==> src/rtl/mult_arbiter.sv <==
// rtl/mult_arbiter.sv - arbitrates N_REQ clients onto one sequential multiplier
// Optional MULT_ARB_RR_EN selects round-robin; default is fixed priority (lowest index wins).
module mult_arbiter #(
  parameter int N_REQ     = 4,
  parameter int WIDTH     = 8,
  parameter int BUSY_WAIT = 4
) (
  input  logic                   clk_i,
  input  logic                   rst_i,
  input  logic [N_REQ-1:0]       req_i,
  input  logic [N_REQ*WIDTH-1:0] a_i,
  input  logic [N_REQ*WIDTH-1:0] b_i,
  output logic [N_REQ-1:0]       gnt_o,
  output logic [N_REQ-1:0]       done_o,
  output logic [2*WIDTH-1:0]     y_o,
  output logic                   err_o,
  output logic                   arb_busy_o,
  output logic                   mult_start_o,
  output logic [WIDTH-1:0]       mult_a_o,
  output logic [WIDTH-1:0]       mult_b_o,
  input  logic                   mult_busy_i,
  input  logic [2*WIDTH-1:0]     mult_y_i
);

  localparam int IDXW = $clog2(N_REQ);
  localparam int CW   = $clog2(BUSY_WAIT) + 1;

  typedef enum logic [2:0] {
    IDLE,
    START,
    WAIT_BUSY,
    RUN,
    DONE
  } state_t;

  state_t              state_q, state_nxt;
  logic [IDXW-1:0]     idx_q, idx_nxt;
  logic [CW-1:0]       cnt_q, cnt_nxt, cnt_inc;
  logic [2*WIDTH-1:0]  y_nxt;
  logic                err_nxt;
  logic [WIDTH-1:0]    a_nxt, b_nxt;
  logic                win_vld;
  logic [IDXW-1:0]     win_idx;

`ifdef MULT_ARB_RR_EN
  logic [IDXW-1:0]     ptr_q, ptr_nxt;
`endif

  // Winner selection; only consulted while IDLE.
  always_comb begin
    int j;
    win_vld = 1'b0;
    win_idx = '0;
    j       = 0;
    for (int i = 0; i < N_REQ; i++) begin
`ifdef MULT_ARB_RR_EN
      j = int'(ptr_q) + i;
      if (j >= N_REQ) j = j - N_REQ;
`else
      j = i;
`endif
      if (!win_vld && req_i[IDXW'(j)]) begin
        win_vld = 1'b1;
        win_idx = IDXW'(j);
      end
    end
  end

  assign cnt_inc = cnt_q + CW'(1);

  always_comb begin
    state_nxt = state_q;
    idx_nxt   = idx_q;
    cnt_nxt   = cnt_q;
    y_nxt     = y_o;
    err_nxt   = err_o;
    a_nxt     = mult_a_o;
    b_nxt     = mult_b_o;
`ifdef MULT_ARB_RR_EN
    ptr_nxt   = ptr_q;
`endif
    case (state_q)
      IDLE: begin
        // A busy multiplier here belongs to an abandoned op; wait it out.
        if (win_vld && !mult_busy_i) begin
          idx_nxt   = win_idx;
          a_nxt     = a_i[win_idx*WIDTH +: WIDTH];
          b_nxt     = b_i[win_idx*WIDTH +: WIDTH];
          state_nxt = START;
        end
      end
      START: begin
        cnt_nxt   = '0;
        state_nxt = WAIT_BUSY;
      end
      WAIT_BUSY: begin
        if (mult_busy_i) begin
          state_nxt = RUN;
        end else begin
          cnt_nxt = cnt_inc;
          if (cnt_inc == CW'(BUSY_WAIT - 1)) begin
            y_nxt     = '0;
            err_nxt   = 1'b1;
            state_nxt = DONE;
          end
        end
      end
      RUN: begin
        if (!mult_busy_i) begin
          y_nxt     = mult_y_i;
          err_nxt   = 1'b0;
          state_nxt = DONE;
        end
      end
      DONE: begin
`ifdef MULT_ARB_RR_EN
        ptr_nxt = (idx_q == IDXW'(N_REQ - 1)) ? '0 : idx_q + IDXW'(1);
`endif
        state_nxt = IDLE;
      end
      default: state_nxt = IDLE;
    endcase
  end

  always_ff @(posedge clk_i or negedge rst_i) begin
    if (!rst_i) begin
      state_q  <= IDLE;
      idx_q    <= '0;
      cnt_q    <= '0;
      y_o      <= '0;
      err_o    <= 1'b0;
      mult_a_o <= '0;
      mult_b_o <= '0;
`ifdef MULT_ARB_RR_EN
      ptr_q    <= '0;
`endif
    end else begin
      state_q  <= state_nxt;
      idx_q    <= idx_nxt;
      cnt_q    <= cnt_nxt;
      y_o      <= y_nxt;
      err_o    <= err_nxt;
      mult_a_o <= a_nxt;
      mult_b_o <= b_nxt;
`ifdef MULT_ARB_RR_EN
      ptr_q    <= ptr_nxt;
`endif
    end
  end

  // Pulses decode from state so an async reset clears them in the same cycle.
  assign gnt_o        = (state_q == START) ? (N_REQ'(1) << idx_q) : '0;
  assign done_o       = (state_q == DONE)  ? (N_REQ'(1) << idx_q) : '0;
  assign mult_start_o = (state_q == START);
  assign arb_busy_o   = (state_q != IDLE);

endmodule

==> config.mk <==
export PLATFORM = sky130hd
export DESIGN_NAME = mult_arbiter
export DESIGN_NICKNAME = d
export VERILOG_FILES = /design/src/rtl/mult_arbiter.sv
export SDC_FILE = /design/constraint.sdc
export NUM_CORES = 1
export LEC_CHECK = 0
export ABC_AREA = 1
export BUFFER_PORTS_ARGS = -buffer_cell sky130_fd_sc_hd__buf_4
export CORE_MARGIN = 4
export CORE_UTILIZATION = 44
export CTS_BUF_LIST = sky130_fd_sc_hd__clkbuf_4 sky130_fd_sc_hd__clkbuf_8
export DETAILED_ROUTE_END_ITERATION = 16
export MAX_ROUTING_LAYER = met4
export PLACE_DENSITY = 0.85
export SYNTH_ARGS = -nofsm -noshare
export SYNTH_HDL_FRONTEND = slang
export SYNTH_SLANG_ARGS = --single-unit
export TNS_END_PERCENT = 50
==> constraint.sdc <==
create_clock -name clk_i -period 1.8 [get_ports clk_i]
set_input_delay 0.36 -clock clk_i [delete_from_list [all_inputs] [get_ports clk_i]]
set_output_delay 0.36 -clock clk_i [all_outputs]
set_load 0.02 [all_outputs]
==> impl_metrics.csv <==
group,metric,value,unit
clock_network,total_clock_buffers_created_by_cts,5,
synthesis,yosys-top-cells-count,"nand2_1 (114), nand3_1 (54), dfrtp_1 (40)",
synthesis,synth-async-reset-ratio,1.00,
worst_setup_path,path_max_fanout,6,
timing,finalCritPeriodShare,0.902,
worst_setup_path,critPathArrivalTime,1.26,ns
detailed_routing,wl_per_cell,12.6,um
power_and_ir_drop,static-leakage-power,1.64,nW
detailed_routing,drt_first_iter_violations,88,
timing,grt_setup_unrepaired,"no",
timing,fmax,616,MHz
clock_network,max-clock-path-buffers,2,
clock_network,post_cts_resized,0,
final_layout,fin_nets,443,
synthesis,synth_top_area_cell,"dfrtp_1",
worst_hold_path,hp-class,"in2async",
detailed_routing,detail_route.vias_per_cell,4.88,
synthesis,synth_seq_area_share,0.498,
worst_setup_path,critical_path_class,"reg2out",
synthesis,synthFlopType,"dfrtp_1",
placed_design,portBuffers,91,
timing,drv_slew,0,
clock_network,tritoncts,"built",
synthesis,syn-instance-count,263,
clock_network,clock_edge_transition_at_the_registers_on_the_reported_setup_and_hold_paths,0.08,ns
detailed_routing,routed_wl,5.14,mm
worst_setup_path,cp_data_required_time,1.44,ns
job,max_cap_violations,0,
power_and_ir_drop,design_power_total,4.21,mW
power_and_ir_drop,power_density,1500,nW/um2
detailed_routing,dr.pass1.iters,4,
synthesis,yosys_warning_count,0,
die,coreArea,4380,um2
final_layout,drive_gt1_frac,0.321,
synthesis,synth.lib_cells_used.distinct,19,
timing,finalSetupTns,0,ns
timing,finalHoldViolations,0,
die,dieHeight,75.6,um
worst_setup_path,cp-start-kind,"flop",
clock_network,clock-root-buffer,"clkbuf_8",
grt,first_pass_grt_wire_length,8.15,mm
final_layout,area_delta_synth_final,39.7,%
placed_design,gp_congestion,0.736,
worst_setup_path,worstSetupEndpointType,"primary output",
grt,grt_max_degree,41,
synthesis,synth.cell_area,2010,um2
clock_network,postCtsHoldBufs,0,
die,initial_utilization,0.459,
timing,worst_pin_slew,0.512,ns
grt,vias_in_the_first_global_route,1887,
clock_network,h-tree-depth,2,
placed_design,place_hpwl,3.89,mm
synthesis,synth_edf_count,0,
detailed_routing,via_count,1988,
timing,report.final.setup_viol,0,
detailed_routing,drc,0,
synthesis,synth.top_cell.area_share,0.498,
die,die_w,75.6,um
synthesis,synth_most_common_cell,"nand2_1",
detailed_routing,detail-route-antenna-nets,0,
die,rows,24,
clock_network,cts_post_setup_buffers_inserted,0,
timing,post-route-min-period,1.62,ns
synthesis,post_synth.cell_area_avg,7.65,um2
final_layout,diodes,0,
grt,grt-ovfl-total,0,
final_layout,finish.utilization,0.641,
grt,grtUsageTotal,0.190,
clock_network,clk_latency,0.28,ns
die,io_pins,130,
clock_network,clkSinkCount,40,
grt,antenna_violations_before_repair,0,
die,floorplan.die_area,5720,um2
power_and_ir_drop,vdd_drop_max,0.612,mV
synthesis,ys_ff_latch,40,
run_status,run_status,"finished clean",
timing,maxSlewHeadroom,0.658,
timing,max_clock_skew,0.00511,ns
synthesis,ys_top_cells_by_area,"dfrtp_1 (50%), nand2_1 (21%), nand3_1 (13%)",
state kept, by name, summed over array words and instances, names as in the netlist:
register,count
err_o,1
mult_b_o,8
mult_a_o,8
y_o,16
state_q,3
cnt_q,3
idx_q,1
through the flow:
stage | instances | setup slack, ns | area, um2 | hold slack [ns]
floorplan | 266 | 0.420 | 2020 | 0.0644
global placement | 399 | 0.414 | 2710 | 0.360
detailed placement | 399 | 0.371 | 2710 | 0.365
CTS | 407 | 0.0821 | 2810 | 0.0566
global route | 407 | 0.0726 | 2810 | 0.0754
finish | 407 | 0.176 | 2810 | 0.0457
layout by cell type (no fill, tap or decap):
master / count
o21ai_0: 5
inv_2: 3
inv_4: 1
nor3_4: 1
nor2_1: 10
nand3_2: 1
nor2_4: 2
nand2_2: 3
nand2_1: 114
inv_1: 12
ha_1: 2
clkbuf_8: 6
conb_1: 4
dfrtp_1: 40
nand3_1: 53
clkbuf_4: 2
nand3b_1: 1
buf_4: 95
path summary, 6_finish.rpt:
kind / depth (start not counted) / start / slack, ns / end
min in group clk_i: 3 / mult_y_i[4] / 0.31 / y_o[4]$_DFFE_PN0P_
max in group asynchronous: 1 / rst_i / 1.41 / state_q[0]$_DFFE_PN0P_
min: 1 / rst_i / 0.05 / mult_b_o[2]$_DFFE_PN0P_
max: 4 / state_q[1]$_DFFE_PN0P_ / 0.18 / gnt_o[0]
min reg2reg: 2 / mult_b_o[1]$_DFFE_PN0P_ / 0.48 / mult_b_o[1]$_DFFE_PN0P_
max reg2reg: 8 / cnt_q[1]$_DFFE_PN0P_ / 0.36 / y_o[2]$_DFFE_PN0P_
power by group:
group          switching (mW)  internal, mW  total [mW]  leakage, nW
Clock                   0.296         0.343       0.639       0.0523
Sequential              0.238          1.28        1.52        0.510
Combinational            1.22         0.832        2.05         1.07
routing by layer:
metal  track usage  wire length (um)  part of all wire  vias up
li1              -                 -                 -     1003
met1         0.224              2180              0.42      901
met2         0.323              2490              0.48       80
met3        0.0541               442             0.086        4
met4        0.0388                28            0.0054        0
met5             -                 0                 0        -
cell families after synthesis:
group | after synthesis | synth area share
simple gates | 185 | 0.398
buf+inv | 30 | 0.0777
other cells | 1 | 0.00186
fa+ha+maj | 2 | 0.0124
flops | 40 | 0.498
compound gates | 5 | 0.0124
area by class of cell:
type	count	area (um2)
Clock buffer	8	97.6
Fill cell	401	1570
Inverter	16	62.6
Multi-Input combinational cell	196	871
Sequential cell	40	1000
Tap cell	52	65.1
Timing Repair Buffer	95	713
critical path, cell delays in order (launching register included):
cell and delay (ns):
dfrtp_1 0.41, inv_1 0.14, nand3_2 0.16, nor2_1 0.12, buf_4 0.15
Note: power is estimated with default switching activity, not from simulation.
